File: config.mk
export PLATFORM = sky130hd
export DESIGN_NAME = sdr_cmd_arb_flat
export DESIGN_NICKNAME = d
export VERILOG_FILES = /design/src/rtl/sdr_cmd_arb_pkg.sv /design/src/rtl/sdr_cmd_arb_if.sv /design/src/rtl/sdr_ref_pend_cnt.sv /design/src/rtl/sdr_cmd_arb.sv /design/src/flat_wrapper.sv
export SDC_FILE = /design/constraint.sdc
export NUM_CORES = 1
export LEC_CHECK = 0
export BUFFER_PORTS_ARGS = -buffer_cell sky130_fd_sc_hd__buf_4
export CORE_AREA = 2 2 63 65
export DETAILED_ROUTE_END_ITERATION = 12
export DIE_AREA = 0 0 65 67
export PLACE_DENSITY = 0.84
export SLEW_MARGIN = 30
export SYNTH_ARGS = -nofsm -noshare
export SYNTH_HDL_FRONTEND = slang
export SYNTH_HIERARCHICAL = 1
export SYNTH_SLANG_ARGS = --single-unit
File: constraint.sdc
create_clock -name Sdr_clk -period 2.86 [get_ports Sdr_clk]
set_clock_uncertainty 0.1 [all_clocks]
set_input_delay 0.429 -clock Sdr_clk [delete_from_list [all_inputs] [get_ports Sdr_clk]]
set_output_delay 0.429 -clock Sdr_clk [all_outputs]
set_load 0.02 [all_outputs]
File: src/rtl/sdr_cmd_arb_pkg.sv
// sdr_cmd_arb_pkg: shared SDRAM widths, FSM state encoding and the
// registered pin command record used by the command arbiter.
package sdr_cmd_arb_pkg;

    localparam int BA_WIDTH  = 2;
    localparam int ROW_WIDTH = 12;

    typedef enum logic [1:0] {
        ST_INIT,
        ST_IDLE,
        ST_RW,
        ST_REF
    } state_t;

    typedef struct packed {
        logic                 ras_n;
        logic                 cas_n;
        logic                 we_n;
        logic [BA_WIDTH-1:0]  ba;
        logic [ROW_WIDTH:0]   addr;
    } sdr_cmd_t;

    localparam logic [2:0] NOP_RCW = 3'b111;

    // NOP keeps bank/address lines where they were to avoid needless toggling.
    function automatic sdr_cmd_t nop_hold(input sdr_cmd_t c);
        sdr_cmd_t n;
        n = c;
        {n.ras_n, n.cas_n, n.we_n} = NOP_RCW;
        return n;
    endfunction

endpackage

File: src/rtl/sdr_cmd_arb_if.sv
// sdr_cmd_arb_if: command sources, arbitration handshake and SDRAM pins
// seen by sdr_cmd_arb (slave) and whatever drives it (master).
interface sdr_cmd_arb_if;
    import sdr_cmd_arb_pkg::*;

    logic                 Sdr_init_done;
    logic                 Sdr_ref_req;
    logic                 Sdr_init_ref_vld;
    logic                 Sdr_init_ref_ras;
    logic                 Sdr_init_ref_cas;
    logic                 Sdr_init_ref_we;
    logic [BA_WIDTH-1:0]  Sdr_init_ref_ba;
    logic [ROW_WIDTH:0]   Sdr_init_ref_addr;
    logic                 Rw_req;
    logic                 Rw_done;
    logic                 Rw_cmd_vld;
    logic                 Rw_ras;
    logic                 Rw_cas;
    logic                 Rw_we;
    logic [BA_WIDTH-1:0]  Rw_ba;
    logic [ROW_WIDTH:0]   Rw_addr;
    logic                 Sdr_ref_ack;
    logic                 Sdr_rw_vld;
    logic                 Rw_grant;
    logic                 Sdr_cs_n;
    logic                 Sdr_ras_n;
    logic                 Sdr_cas_n;
    logic                 Sdr_we_n;
    logic [BA_WIDTH-1:0]  Sdr_ba;
    logic [ROW_WIDTH:0]   Sdr_addr;
    logic                 Ref_ovf;
    logic                 Cmd_coll;

    modport master (
        output Sdr_init_done, Sdr_ref_req, Sdr_init_ref_vld, Sdr_init_ref_ras,
               Sdr_init_ref_cas, Sdr_init_ref_we, Sdr_init_ref_ba, Sdr_init_ref_addr,
               Rw_req, Rw_done, Rw_cmd_vld, Rw_ras, Rw_cas, Rw_we, Rw_ba, Rw_addr,
        input  Sdr_ref_ack, Sdr_rw_vld, Rw_grant, Sdr_cs_n, Sdr_ras_n, Sdr_cas_n,
               Sdr_we_n, Sdr_ba, Sdr_addr, Ref_ovf, Cmd_coll
    );

    modport slave (
        input  Sdr_init_done, Sdr_ref_req, Sdr_init_ref_vld, Sdr_init_ref_ras,
               Sdr_init_ref_cas, Sdr_init_ref_we, Sdr_init_ref_ba, Sdr_init_ref_addr,
               Rw_req, Rw_done, Rw_cmd_vld, Rw_ras, Rw_cas, Rw_we, Rw_ba, Rw_addr,
        output Sdr_ref_ack, Sdr_rw_vld, Rw_grant, Sdr_cs_n, Sdr_ras_n, Sdr_cas_n,
               Sdr_we_n, Sdr_ba, Sdr_addr, Ref_ovf, Cmd_coll
    );

endinterface

File: src/rtl/sdr_ref_pend_cnt.sv
// sdr_ref_pend_cnt: saturating pending-refresh counter with sticky overflow.
module sdr_ref_pend_cnt #(
    parameter  int MAX = 8,
    localparam int W   = $clog2(MAX + 1)
) (
    input  logic         Sdr_clk,
    input  logic         Rst,
    input  logic         i_clr,
    input  logic         i_inc,
    input  logic         i_dec,
    output logic [W-1:0] o_cnt,
    output logic         o_ovf
);

    logic [W-1:0] r_cnt;
    logic         r_ovf;

    always_ff @(posedge Sdr_clk) begin
        if (Rst) begin
            r_cnt <= '0;
            r_ovf <= 1'b0;
        end else if (i_clr) begin
            r_cnt <= '0;
        end else if (i_inc && !i_dec) begin
            if (r_cnt == W'(MAX))
                r_ovf <= 1'b1;
            else
                r_cnt <= r_cnt + 1'b1;
        end else if (i_dec && !i_inc && r_cnt != '0) begin
            r_cnt <= r_cnt - 1'b1;
        end
    end

    assign o_cnt = r_cnt;
    assign o_ovf = r_ovf;

endmodule

File: src/rtl/sdr_cmd_arb.sv
// sdr_cmd_arb: arbitrates the SDRAM bus between refresh and the read/write
// engine and registers the winning command onto the SDRAM pins.
module sdr_cmd_arb
    import sdr_cmd_arb_pkg::*;
#(
    parameter int REF_WIN      = 21,
    parameter int REF_PEND_MAX = 8
) (
    input logic          Sdr_clk,
    input logic          Rst,
    sdr_cmd_arb_if.slave bus
);

    localparam int WIN_W = $clog2(REF_WIN);
    localparam int CNT_W = $clog2(REF_PEND_MAX + 1);

    state_t             r_state;
    state_t             w_next;
    logic [WIN_W-1:0]   r_win_cnt;
    logic [CNT_W-1:0]   w_ref_cnt;
    logic               w_ref_ovf;
    logic               w_ack;
    logic               w_clr;
    logic               w_sel_rw;
    logic               w_coll;
    logic               r_ack;
    logic               r_cs_n;
    logic               r_coll;
    sdr_cmd_t           r_cmd;
    sdr_cmd_t           w_ir_cmd;
    sdr_cmd_t           w_rw_cmd;

    sdr_ref_pend_cnt #(.MAX(REF_PEND_MAX)) u_pend (
        .Sdr_clk (Sdr_clk),
        .Rst     (Rst),
        .i_clr   (w_clr),
        .i_inc   (bus.Sdr_ref_req),
        .i_dec   (w_ack),
        .o_cnt   (w_ref_cnt),
        .o_ovf   (w_ref_ovf)
    );

    always_ff @(posedge Sdr_clk) begin
        if (Rst) begin
            r_state   <= ST_INIT;
            r_win_cnt <= '0;
            r_ack     <= 1'b0;
        end else begin
            r_state   <= w_next;
            r_win_cnt <= (r_state == ST_REF && w_next == ST_REF) ? r_win_cnt + 1'b1 : '0;
            r_ack     <= w_ack;
        end
    end

    // Pending refreshes beat a new Rw_req, but never cut into an RW burst.
    always_comb begin
        w_next = r_state;
        w_ack  = 1'b0;
        if (!bus.Sdr_init_done) begin
            w_next = ST_INIT;
        end else begin
            unique case (r_state)
                ST_INIT: w_next = ST_IDLE;
                ST_IDLE: begin
                    if (w_ref_cnt != '0) begin
                        w_next = ST_REF;
                        w_ack  = 1'b1;
                    end else if (bus.Rw_req) begin
                        w_next = ST_RW;
                    end
                end
                ST_RW:   w_next = bus.Rw_done ? ST_IDLE : ST_RW;
                ST_REF:  w_next = (r_win_cnt == WIN_W'(REF_WIN - 1)) ? ST_IDLE : ST_REF;
                default: w_next = ST_INIT;
            endcase
        end
    end

    // Clearing only on entry lets refresh requests accumulate while in INIT.
    assign w_clr    = !bus.Sdr_init_done && r_state != ST_INIT;
    assign w_sel_rw = r_state == ST_RW && bus.Rw_cmd_vld;
    assign w_coll   = bus.Sdr_init_ref_vld && w_sel_rw;
    assign w_ir_cmd = {bus.Sdr_init_ref_ras, bus.Sdr_init_ref_cas, bus.Sdr_init_ref_we,
                       bus.Sdr_init_ref_ba, bus.Sdr_init_ref_addr};
    assign w_rw_cmd = {bus.Rw_ras, bus.Rw_cas, bus.Rw_we, bus.Rw_ba, bus.Rw_addr};

    always_ff @(posedge Sdr_clk) begin
        if (Rst) begin
            r_cs_n <= 1'b1;
            r_cmd  <= '{ras_n: 1'b1, cas_n: 1'b1, we_n: 1'b1, ba: '0, addr: '0};
            r_coll <= 1'b0;
        end else begin
            r_cs_n <= 1'b0;
            r_cmd  <= bus.Sdr_init_ref_vld ? w_ir_cmd : w_sel_rw ? w_rw_cmd : nop_hold(r_cmd);
            r_coll <= r_coll | w_coll;
        end
    end

    assign bus.Sdr_ref_ack = r_ack;
    assign bus.Sdr_rw_vld  = r_state == ST_RW;
    assign bus.Rw_grant    = r_state == ST_RW;
    assign bus.Sdr_cs_n    = r_cs_n;
    assign bus.Sdr_ras_n   = r_cmd.ras_n;
    assign bus.Sdr_cas_n   = r_cmd.cas_n;
    assign bus.Sdr_we_n    = r_cmd.we_n;
    assign bus.Sdr_ba      = r_cmd.ba;
    assign bus.Sdr_addr    = r_cmd.addr;
    assign bus.Ref_ovf     = w_ref_ovf;
    assign bus.Cmd_coll    = r_coll;

endmodule

File: src/flat_wrapper.sv
// flat-port wrapper written by rule: the top's interface ports become plain ports
module sdr_cmd_arb_flat import sdr_cmd_arb_pkg::*;
#(
    parameter int REF_WIN      = 21,
    parameter int REF_PEND_MAX = 8
)
  (Sdr_clk, Rst, bus_Sdr_init_done, bus_Sdr_ref_req, bus_Sdr_init_ref_vld, bus_Sdr_init_ref_ras, bus_Sdr_init_ref_cas, bus_Sdr_init_ref_we, bus_Sdr_init_ref_ba, bus_Sdr_init_ref_addr, bus_Rw_req, bus_Rw_done, bus_Rw_cmd_vld, bus_Rw_ras, bus_Rw_cas, bus_Rw_we, bus_Rw_ba, bus_Rw_addr, bus_Sdr_ref_ack, bus_Sdr_rw_vld, bus_Rw_grant, bus_Sdr_cs_n, bus_Sdr_ras_n, bus_Sdr_cas_n, bus_Sdr_we_n, bus_Sdr_ba, bus_Sdr_addr, bus_Ref_ovf, bus_Cmd_coll);
  sdr_cmd_arb_if bus_i ();
  input logic Sdr_clk;
  input logic Rst;
  input wire logic [$bits(bus_i.Sdr_init_done)-1:0] bus_Sdr_init_done;
  input wire logic [$bits(bus_i.Sdr_ref_req)-1:0] bus_Sdr_ref_req;
  input wire logic [$bits(bus_i.Sdr_init_ref_vld)-1:0] bus_Sdr_init_ref_vld;
  input wire logic [$bits(bus_i.Sdr_init_ref_ras)-1:0] bus_Sdr_init_ref_ras;
  input wire logic [$bits(bus_i.Sdr_init_ref_cas)-1:0] bus_Sdr_init_ref_cas;
  input wire logic [$bits(bus_i.Sdr_init_ref_we)-1:0] bus_Sdr_init_ref_we;
  input wire logic [$bits(bus_i.Sdr_init_ref_ba)-1:0] bus_Sdr_init_ref_ba;
  input wire logic [$bits(bus_i.Sdr_init_ref_addr)-1:0] bus_Sdr_init_ref_addr;
  input wire logic [$bits(bus_i.Rw_req)-1:0] bus_Rw_req;
  input wire logic [$bits(bus_i.Rw_done)-1:0] bus_Rw_done;
  input wire logic [$bits(bus_i.Rw_cmd_vld)-1:0] bus_Rw_cmd_vld;
  input wire logic [$bits(bus_i.Rw_ras)-1:0] bus_Rw_ras;
  input wire logic [$bits(bus_i.Rw_cas)-1:0] bus_Rw_cas;
  input wire logic [$bits(bus_i.Rw_we)-1:0] bus_Rw_we;
  input wire logic [$bits(bus_i.Rw_ba)-1:0] bus_Rw_ba;
  input wire logic [$bits(bus_i.Rw_addr)-1:0] bus_Rw_addr;
  output wire logic [$bits(bus_i.Sdr_ref_ack)-1:0] bus_Sdr_ref_ack;
  output wire logic [$bits(bus_i.Sdr_rw_vld)-1:0] bus_Sdr_rw_vld;
  output wire logic [$bits(bus_i.Rw_grant)-1:0] bus_Rw_grant;
  output wire logic [$bits(bus_i.Sdr_cs_n)-1:0] bus_Sdr_cs_n;
  output wire logic [$bits(bus_i.Sdr_ras_n)-1:0] bus_Sdr_ras_n;
  output wire logic [$bits(bus_i.Sdr_cas_n)-1:0] bus_Sdr_cas_n;
  output wire logic [$bits(bus_i.Sdr_we_n)-1:0] bus_Sdr_we_n;
  output wire logic [$bits(bus_i.Sdr_ba)-1:0] bus_Sdr_ba;
  output wire logic [$bits(bus_i.Sdr_addr)-1:0] bus_Sdr_addr;
  output wire logic [$bits(bus_i.Ref_ovf)-1:0] bus_Ref_ovf;
  output wire logic [$bits(bus_i.Cmd_coll)-1:0] bus_Cmd_coll;
  assign bus_i.Sdr_init_done = bus_Sdr_init_done;
  assign bus_i.Sdr_ref_req = bus_Sdr_ref_req;
  assign bus_i.Sdr_init_ref_vld = bus_Sdr_init_ref_vld;
  assign bus_i.Sdr_init_ref_ras = bus_Sdr_init_ref_ras;
  assign bus_i.Sdr_init_ref_cas = bus_Sdr_init_ref_cas;
  assign bus_i.Sdr_init_ref_we = bus_Sdr_init_ref_we;
  assign bus_i.Sdr_init_ref_ba = bus_Sdr_init_ref_ba;
  assign bus_i.Sdr_init_ref_addr = bus_Sdr_init_ref_addr;
  assign bus_i.Rw_req = bus_Rw_req;
  assign bus_i.Rw_done = bus_Rw_done;
  assign bus_i.Rw_cmd_vld = bus_Rw_cmd_vld;
  assign bus_i.Rw_ras = bus_Rw_ras;
  assign bus_i.Rw_cas = bus_Rw_cas;
  assign bus_i.Rw_we = bus_Rw_we;
  assign bus_i.Rw_ba = bus_Rw_ba;
  assign bus_i.Rw_addr = bus_Rw_addr;
  assign bus_Sdr_ref_ack = bus_i.Sdr_ref_ack;
  assign bus_Sdr_rw_vld = bus_i.Sdr_rw_vld;
  assign bus_Rw_grant = bus_i.Rw_grant;
  assign bus_Sdr_cs_n = bus_i.Sdr_cs_n;
  assign bus_Sdr_ras_n = bus_i.Sdr_ras_n;
  assign bus_Sdr_cas_n = bus_i.Sdr_cas_n;
  assign bus_Sdr_we_n = bus_i.Sdr_we_n;
  assign bus_Sdr_ba = bus_i.Sdr_ba;
  assign bus_Sdr_addr = bus_i.Sdr_addr;
  assign bus_Ref_ovf = bus_i.Ref_ovf;
  assign bus_Cmd_coll = bus_i.Cmd_coll;
  sdr_cmd_arb #(.REF_WIN(REF_WIN), .REF_PEND_MAX(REF_PEND_MAX)) u_core (.Sdr_clk(Sdr_clk), .Rst(Rst), .bus(bus_i));
endmodule
After elaboration in Yosys (flattened, before gate mapping)
Cells that the tools add are included.
{"block": "totals", "regBits": 33, "in_bits": 44, "word_cells": 59}
{"block": "classes", "n_addsub": 3, "n_eq_ne": 7, "n_mux": 15, "bitwise": 3, "reduce_logical": 19}
{"operator": "$mux W18", "count": 2}
{"operator": "$mux W4", "count": 3}
{"operator": "$mux W2", "count": 5}
{"operator": "$pmux W2 S4", "count": 1}
{"operator": "$logic_and A1 B1 Y1", "count": 7}
{"operator": "$eq A2 B2 Y1 const B", "count": 3}
{"operator": "$reduce_bool A2 Y1", "count": 3}
{"operator": "$add A5 B1 Y5 const B", "count": 1}
{"operator": "$eq A5 B5 Y1 const B", "count": 1}
{"operator": "$add A4 B1 Y4 const B", "count": 1}
{"operator": "$eq A4 B4 Y1 const B", "count": 1}
{"operator": "$mux W1", "count": 4}
{"operator": "$reduce_bool A4 Y1", "count": 1}
{"operator": "$reduce_or A2 Y1", "count": 2}
{"operator": "$sub A4 B1 Y4 const B", "count": 1}
{"operator": "$logic_not A1 Y1", "count": 3}
{"operator": "$reduce_and A3 Y1", "count": 1}
{"operator": "$eq A2 B1 Y1 const B", "count": 1}
{"operator": "$logic_not A2 Y1", "count": 1}
{"operator": "$ne A2 B2 Y1 const B", "count": 1}
{"operator": "$not A1 Y1", "count": 2}
{"operator": "$reduce_and A2 Y1", "count": 1}
{"operator": "$or A1 B1 Y1", "count": 1}

Depth between registers and ports, before layout
Gate-level depths: netlist of run 1.
{"block": "depth", "word_depth": 8, "mapped_depth": 9, "depth_no_buf": 8}

By module
The synthesis of run 1 kept the hierarchy.
{"mod": "sdr_cmd_arb", "instances": 1, "cells_each": 143, "area_per_inst_um2": 1337.5, "seq_area_each_um2": 560.5}
{"mod": "sdr_ref_pend_cnt", "instances": 1, "cells_each": 38, "area_per_inst_um2": 340.3, "seq_area_each_um2": 100.1}

Worst setup path after synthesis of run 1
No wires, ideal clock.
{"block": "synth_timing", "path_kind": "reg2reg", "from": "reg u_core.u_pend.r_cnt[1] (netlist: u_core/u_pend/o_cnt[1])", "to": "reg u_core.u_pend.r_cnt[3] (netlist: u_core/u_pend/o_cnt[3])", "setup_ns": 0.122, "arrival_ns": 2.374, "path_slack_ns": 0.264, "path_stages_with_launch": 9, "period_less_slack_ns": 2.596, "path_cell_list": "dfxtp_1 > nor4_1 > and3b_1 > nand2b_1 > ha_1 > a21oi_1 > and2_1 > o221ai_2 > a311o_1"}
{"block": "synth_via", "elab_chain_len": 8, "elab_cells_between_ends": 17, "cone_classes": "2 x add/sub; 2 x eq/ne; 6 x mux; 7 x reduce/logical"}
{"element": "start, declared", "line_no": "sdr_ref_pend_cnt.sv:15", "source": "logic [W-1:0] r_cnt;"}
{"element": "start signal, assigned", "line_no": "sdr_ref_pend_cnt.sv:28", "source": "r_cnt <= r_cnt + 1'b1;"}
{"element": "start signal, assigned", "line_no": "sdr_ref_pend_cnt.sv:30", "source": "r_cnt <= r_cnt - 1'b1;"}
{"element": "$reduce_bool A4 Y1 *", "line_no": "sdr_cmd_arb.sv:65", "source": "if (w_ref_cnt != '0) begin"}
{"element": "$mux W1 *", "line_no": "sdr_cmd_arb.sv:65"}
{"element": "$mux W1 *", "line_no": "sdr_cmd_arb.sv:62", "source": "unique case (r_state)"}
{"element": "$mux W1 *", "line_no": "sdr_cmd_arb.sv:59", "source": "if (!bus.Sdr_init_done) begin"}
{"element": "named net u_core.w_ack", "line_no": "sdr_cmd_arb.sv:22", "source": "logic w_ack;"}
{"element": "$logic_not A1 Y1 or $logic_and A1 B1 Y1 (tied branches)", "line_no": "sdr_ref_pend_cnt.sv:24, sdr_ref_pend_cnt.sv:29"}
{"element": "$logic_and A1 B1 Y1 (on tied branches)", "line_no": "sdr_ref_pend_cnt.sv:24, sdr_ref_pend_cnt.sv:29"}
{"element": "$ne A2 B2 Y1 (no line) or $reduce_bool A2 Y1 (tied branches)"}
{"element": "$reduce_and A2 Y1 (no line)"}
Mark *: on every way through the listed nets, which the timed path passes. The rest lies on a longest branch. The select of a mux whose other input is x is not followed.
A chain may end at the register's enable or synchronous reset.

Final worst setup path of run 1
{"block": "layout_timing", "from": "reg u_core.r_state[0]", "to": "reg u_core.u_pend.r_cnt[3] (netlist: u_core/u_pend/o_cnt[3])"}
{"block": "layout_via", "elab_chain_len": 7, "elab_cells_between_ends": 14, "cone_classes": "2 x eq/ne; 3 x mux; 9 x reduce/logical"}
{"element": "start, declared", "line_no": "sdr_cmd_arb.sv:17", "source": "state_t r_state;"}
{"element": "start signal, assigned", "line_no": "sdr_cmd_arb.sv:49", "source": "r_state <= w_next;"}
{"element": "$eq A2 B1 Y1 *", "line_no": "sdr_cmd_arb.sv:62"}
{"element": "$mux W1 *", "line_no": "sdr_cmd_arb.sv:62"}
{"element": "$mux W1 *", "line_no": "sdr_cmd_arb.sv:59"}
{"element": "named net u_core.w_ack", "line_no": "sdr_cmd_arb.sv:22"}
{"element": "$logic_not A1 Y1 or $logic_and A1 B1 Y1 (tied branches)", "line_no": "sdr_ref_pend_cnt.sv:24, sdr_ref_pend_cnt.sv:29"}
{"element": "$logic_and A1 B1 Y1 (on tied branches)", "line_no": "sdr_ref_pend_cnt.sv:24, sdr_ref_pend_cnt.sv:29"}
{"element": "$ne A2 B2 Y1 (no line) or $reduce_bool A2 Y1 (tied branches)"}
{"element": "$reduce_and A2 Y1 (no line)"}
Mark *: on every way through the listed nets, which the timed path passes. The rest lies on a longest branch.

==> results.tsv, run 1 <==
stage	metric	value	unit
routing	vias per cell	5.09	
setup_path	Critical R2R Launch	u_core/r_state[0]$_SDFF_PP0_	
global_route	GRT Total Usage	0.188	
synthesis	ys async rst share	0	
global_route	total grt overflow	0	
synthesis	Synth top area share	0.394	
finish	number of nets in the layout	294	
timing	fin crit period	2.65	ns
setup_path	CP Class	reg -> reg	
floorplanning	Die ar.	4360	sq um
setup_path	cells along the critical path	nor2b_1 > and3b_1 > nand2b_1 > ha_1 > a21oi_1 > and2_1 > o221ai_2 > a311o_1	
synthesis	Synth Instances	181	
power_and_ir_drop	P_leak	1.00	nW
finish	commonest non-fill, non-tap cell in the layout	buf_4	
finish	design area	2250	sq um
global_route	initial antenna violation count	0	
clock_network	TritonCTS buffer count	5	
placed_design	post-DP HPWL	2800	um
finish	proportion of layout cells with a drive suffix above 1	0.402	
placed_design	port bufs	67	
setup_path	Register-to-Register Path Depth	8	
floorplanning	initial core utilization	0.465	
finish	Synth-to-Final Area Change	34.4	%
floorplanning	Die Y	67	um
setup_path	CP startpoint kind	flop	
clock_network	Clk Latency, worst-skew pair	0.28	ns
routing	DRC Markers	0	
clock_network	CTS H-tree depth	2	
finish	most frequent cells in the layout	buf_4, dfxtp_1, nand2_1	
timing	Max Fclk	0.377	GHz
setup_path	WP data arrival	2.72	ns
timing	setup TNS	0	ns
synthesis	Yosys cell types	36	
synthesis	Avg Inst Size Synth	9.27	sq um
routing	DR vias	1497	
clock_network	clk sink count	33	
routing	routed len/inst	13.1	um
clock_network	CTS clk-pin slew, worst paths	0.07	ns
floorplanning	die width	65	um
placed_design	global placement routability congestion	0.864	
timing	Slew @ Worst Pin	0.790	ns
synthesis	number of synthesized flops with an enable pin	0	
timing	RSZ-0062 raised after global routing	no	
synthesis	post-synth top area cell	dfxtp_1	
clock_network	post-CTS setup buffer count	0	
setup_path	Crit-path slowest cell	dfxtp_1	
global_route	largest net degree at the start of global routing	38	
finish	Non-Filler Instances	294	
power_and_ir_drop	Worst VDD drop	0.000315	V
setup_path	CP Capture Type	flop	
worst_hold_path	Hold Path Depth	2	
worst_hold_path	Hold Crit Start	bus_Rw_req	
floorplanning	row count	22	
clock_network	clk buf depth	2	
floorplanning	I/O pin count	68	
synthesis	Seq/Total Area, Yosys	0.394	
job	MaxCap Viol Count	0	
placed_design	Cell Area, Placed	2160	sq um
power_and_ir_drop	Power Dens Cells	573	nW/um^2
status	status	finished clean	
synthesis	top post-synthesis cells by area	dfxtp_1, a221oi_2, a21oi_2	
synthesis	Post-synth top flop	dfxtp_1	
synthesis	Syn. warnings	6	
routing	antenna-violating nets left	0	
placed_design	placed insts	286	
timing	Slew Viols, Final	0	
timing	worst rel slew slack	0.473	
setup_path	Req. time, crit path	2.93	ns
power_and_ir_drop	Pwr Total	0.00129	W
clock_network	CTS tree	done	
synthesis	Post-Syn Nets	230	
finish	Final Core Density	0.625	
clock_network	Root Driver	clkbuf_8	
timing	hold violation count in the final report	0	
setup_path	max incr delay on CP	0.43	ns
floorplanning	core area	3610	sq um
routing	drt pass-1 iters	4	
routing	drt first-iter violations	76	
setup_path	CP startpoint	u_core/r_state[0]$_SDFF_PP0_	
global_route	first-pass GRT wire length	6210	um
worst_hold_path	Hold Path Class	in -> reg	
setup_path	worst-path fanout max	8	
synthesis	synthesized flop and latch total	33	
timing	setup violators final	0	
routing	WL final	3840	um
synthesis	mapped cell area	1680	sq um
global_route	vias in the first global route	1377	
finish	n_diodes	0	
timing	period utilization	0.927	
-- per-stage QoR --
step / setup WS, ns / hold WS, ns
2_1_floorplan: 0.264 / 0.330
3_3_place_gp: 0.265 / 0.345
3_5_place_dp: 0.206 / 0.353
4_1_cts: 0.190 / 0.228
5_1_grt: 0.00340 / 0.246
6_report: 0.208 / 0.239
-- power by group --
part | total [W] | internal, W | switching [W]
combinational | 0.000393 | 0.000195 | 0.000198
sequential | 0.000558 | 0.000505 | 0.0000530
clock | 0.000340 | 0.000168 | 0.000172
-- cells in the mapped netlist (3+ instances only) --
cell type,number
nor3b_1,3
a221oi_1,6
nor2b_1,6
nor2_1,14
a21oi_1,10
a221oi_2,9
a21oi_2,9
a211oi_1,3
buf_4,5
nand2_1,19
ha_1,4
nor3_1,4
xnor2_1,5
inv_1,18
o21bai_1,3
nand3_1,4
dfxtp_1,33
-- sequential cells by signal (all words and copies together), names as in the netlist --
| register | flops |
|---|---|
| u_core/bus.Sdr_cas_n | 1 |
| u_core/bus.Sdr_cs_n | 1 |
| u_core/u_pend/o_ovf | 1 |
| u_core/r_state | 2 |
| u_core/bus.Sdr_we_n | 1 |
| u_core/bus.Sdr_ba | 2 |
| u_core/bus.Sdr_ras_n | 1 |
| u_core/bus.Sdr_addr | 13 |
| u_core/bus.Cmd_coll | 1 |
| u_core/r_win_cnt | 5 |
| u_core/u_pend/o_cnt | 4 |
| u_core/bus.Sdr_ref_ack | 1 |
-- timing repair --
action | in CTS | in global routing
resized for setup | 0 | 1
hold buffers | 0 | 0
endpoints found under the setup margin | 0 | 1
-- metal layers --
metal,track usage,up-vias,share of wire
li1,-,763,-
met1,0.224,677,0.44
met2,0.303,50,0.45
met3,0.0693,7,0.090
met4,0.0798,0,0.015
met5,0,-,0
-- worst max-delay path, delay by kind of cell (launching register included) --
kind	cells	cell delay, ns
flops	1	0.43
compound gates	3	0.62
simple gates	4	1.07
fa+ha+maj	1	0.33
-- cells by family (layout without fill, tap and decap cells) --
family	Yosys count	in the layout	share of synthesized area
compound gates	44	44	0.245
xor+xnor	7	7	0.0365
fa+ha+maj	5	5	0.0418
buf+inv	29	94	0.0917
flops	33	33	0.394
simple gates	63	63	0.191
-- layout make-up --
class | instances | area (sq um)
multi-input cells | 119 | 870
repair buffers | 68 | 510
inverters | 18 | 67.6
clock buffers | 5 | 68.8
fillers | 329 | 1350
flip-flops and latches | 33 | 661
clock inverters | 3 | 17.5
well taps | 48 | 60.1
-- final timing paths --
kind / end / slack (ns)
max: u_core/u_pend/o_cnt[3]$_SDFFE_PP0P_ / 0.21
min: u_core/r_state[0]$_SDFF_PP0_ / 0.24
max reg2reg: u_core/u_pend/o_cnt[3]$_SDFFE_PP0P_ / 0.21
min reg2reg: u_core/r_win_cnt[0]$_SDFF_PP0_ / 0.37
Power figures use the tool's default switching activity.
==> run 2: changes to the inputs <==
- CELL_PAD_IN_SITES_DETAIL_PLACEMENT: default -> 1
- CELL_PAD_IN_SITES_GLOBAL_PLACEMENT: default -> 1
- CORE_AREA: 2 2 63 65 -> 2 2 73 75
- DIE_AREA: 0 0 65 67 -> 0 0 75 77
- PLACE_DENSITY: 0.84 -> 0.85
==> results.tsv, run 2 (synthesis gave the netlist of run 1 again) <==
stage	metric	value	unit	change
worst_hold_path	Hold Path Class	in -> reg		unchanged
worst_hold_path	Hold Path Depth	2		unchanged
worst_hold_path	hold endpoint	u_core/r_state[0]$_SDFF_PP0_		unchanged
finish	n_diodes	0		unchanged
power_and_ir_drop	Int Pwr	0.000916	W	was 0.000867 W
setup_path	Register-to-Register Path Depth	8		unchanged
clock_network	CTS tree	done		unchanged
timing	Slew Viols, Final	0		unchanged
routing	antenna-violating nets left	0		unchanged
timing	worst rel slew slack	0.670		was 0.473
floorplanning	die width	75	um	was 65 um
global_route	GRT Total Usage	0.151		was 0.188
placed_design	placed insts	309		was 286
timing	fin crit period	2.65	ns	about the same
timing	setup TNS	0	ns	unchanged
timing	RSZ-0062 raised after global routing	no		unchanged
clock_network	CTS Hold Bufs	0		unchanged
clock_network	CTS H-tree depth	2		unchanged
power_and_ir_drop	NetSw	0.000420	W	was 0.000424 W
clock_network	post-cts sizing count	0		unchanged
power_and_ir_drop	logic gate share of total power	0.298		was 0.305
finish	design area	2300	sq um	was 2250 sq um
power_and_ir_drop	P_leak	1.02	nW	was 1.00 nW
setup_path	WP data arrival	2.72	ns	about the same
setup_path	reg-to-reg setup timing slack	0.21	ns	about the same
placed_design	Cell Area, Placed	2200	sq um	was 2160 sq um
finish	multi-input logic area	866	sq um	was 870 sq um
routing	drt pass-1 iters	4		unchanged
clock_network	clk buf depth	2		unchanged
global_route	largest net degree at the start of global routing	38		unchanged
power_and_ir_drop	clock network power share	0.288		was 0.263
setup_path	Critical R2R Launch	u_core/u_pend/o_cnt[0]$_SDFFE_PP0P_		was u_core/r_state[0]$_SDFF_PP0_
timing	hold violation count in the final report	0		unchanged
global_route	total grt overflow	0		unchanged
worst_hold_path	Hold Crit Start	bus_Rw_req		unchanged
timing	smallest hold slack	0.250	ns	was 0.239 ns
floorplanning	initial core utilization	0.337		was 0.465
floorplanning	row count	26		was 22
floorplanning	Die Y	77	um	was 67 um
routing	DR vias	1533		was 1497
finish	register area	661	sq um	unchanged
finish	commonest non-fill, non-tap cell in the layout	buf_4		unchanged
timing	setup violators final	0		unchanged
setup_path	CP startpoint	u_core/u_pend/o_cnt[0]$_SDFFE_PP0P_		was u_core/r_state[0]$_SDFF_PP0_
timing	period utilization	0.926		was 0.927
power_and_ir_drop	switch share	0.314		was 0.328
routing	routed len/inst	13.5	um	was 13.1 um
power_and_ir_drop	Worst VDD drop	0.000297	V	was 0.000315 V
floorplanning	Die ar.	5780	sq um	was 4360 sq um
clock_network	post-CTS setup buffer count	0		unchanged
setup_path	CP startpoint kind	flop		unchanged
finish	max reg flops	13		unchanged
finish	proportion of layout cells with a drive suffix above 1	0.405		was 0.402
global_route	first-pass GRT wire length	6850	um	was 6210 um
placed_design	global placement routability congestion	0.839		was 0.864
status	status	finished clean		unchanged
floorplanning	core area	4980	sq um	was 3610 sq um
setup_path	reg2reg end	u_core/u_pend/o_cnt[3]$_SDFFE_PP0P_		unchanged
finish	number of nets in the layout	295		was 294
floorplanning	I/O pin count	68		unchanged
routing	DRC Markers	0		unchanged
setup_path	CP Class	reg -> reg		unchanged
timing	Slew @ Worst Pin	0.491	ns	was 0.790 ns
placed_design	port bufs	67		unchanged
routing	drt first-iter violations	40		was 76
clock_network	clk sink count	33		unchanged
global_route	vias in the first global route	1480		was 1377
finish	Non-Filler Instances	317		was 294
finish	Synth-to-Final Area Change	37.1	%	was 34.4%
finish	fill cell count	603		was 329
clock_network	Clk Latency, worst-skew pair	0.28	ns	about the same
power_and_ir_drop	Pwr Total	0.00134	W	was 0.00129 W
power_and_ir_drop	Seq pwr share	0.414		was 0.432
routing	WL final	4300	um	was 3840 um
setup_path	Req. time, crit path	2.93	ns	about the same
setup_path	CP Capture Type	flop		unchanged
placed_design	post-DP HPWL	3240	um	was 2800 um
routing	vias per cell	4.84		was 5.09
clock_network	Root Driver	clkbuf_8		unchanged
finish	most frequent cells in the layout	buf_4, dfxtp_1, nand2_1		unchanged
clock_network	CTS clk-pin slew, worst paths	0.07	ns	about the same
timing	Max Fclk	0.378	GHz	was 0.377 GHz
power_and_ir_drop	Power Dens Cells	580	nW/um^2	was 573 nW/um^2
setup_path	worst-path fanout max	7		was 8
job	MaxCap Viol Count	0		unchanged
clock_network	TritonCTS buffer count	5		unchanged
global_route	initial antenna violation count	0		unchanged
## run 2: cell type report
cell class	instances	share of cell area
repair buffers	69	0.225
well taps	70	0.0381
clock inverters	1	0.00218
multi-input cells	119	0.376
flip-flops and latches	33	0.287
clock buffers	7	0.0419
inverters	18	0.0294
## run 2: power groups by stage
stage | combinational [W] | clock (W) | sequential, W
4_1_cts | 0.000402 | 0.000401 | 0.000554
6_report | 0.000398 | 0.000384 | 0.000553
5_1_grt | 0.000440 | 0.000418 | 0.000564
3_5_place_dp | 0.000399 | 0 | 0.000564
2_1_floorplan | 0.000236 | 0 | 0.000579
3_3_place_gp | 0.000389 | 0 | 0.000560
## run 2: worst max path at each step
| stage | endpoint | slack (ns) |
|---|---|---|
| 6_report | u_core/u_pend/o_cnt[3]$_SDFFE_PP0P_ | 0.21 |
| 5_1_grt | u_core/u_pend/o_cnt[3]$_SDFFE_PP0P_ | 0.07 |
| 4_1_cts | u_core/u_pend/o_cnt[3]$_SDFFE_PP0P_ | 0.15 |
| 3_5_place_dp | u_core/u_pend/o_cnt[3]$_SDFFE_PP0P_ | 0.17 |
| 3_3_place_gp | u_core/u_pend/o_cnt[3]$_SDFFE_PP0P_ | 0.26 |
| 2_1_floorplan | u_core/u_pend/o_cnt[3]$_SDFFE_PP0P_ | 0.26 |
## run 2: metal layers
metal	GRT usage	share of wire	vias to the layer above
met2	0.254	0.46	56
li1	-	-	757
met3	0.0420	0.077	5
met1	0.187	0.45	715
met4	0.0375	0.011	0
met5	0	0	-
## run 2: metrics by stage
step / util / setup slack (ns)
final: 0.462 / 0.212
after global routing: 0.462 / 0.0657
after CTS: 0.462 / 0.151
after detailed placement: 0.441 / 0.167
after global placement: 0.441 / 0.263
after floorplan: - / 0.264
## run 2: critical path, cell delays in order (launching register included)
cell      delay [ns]
dfxtp_1         0.37
nor4_1          0.38
and3b_1         0.25
nand2b_2        0.26
ha_1            0.35
a21oi_1         0.19
and2_1          0.20
o221ai_2        0.12
a311o_1         0.31
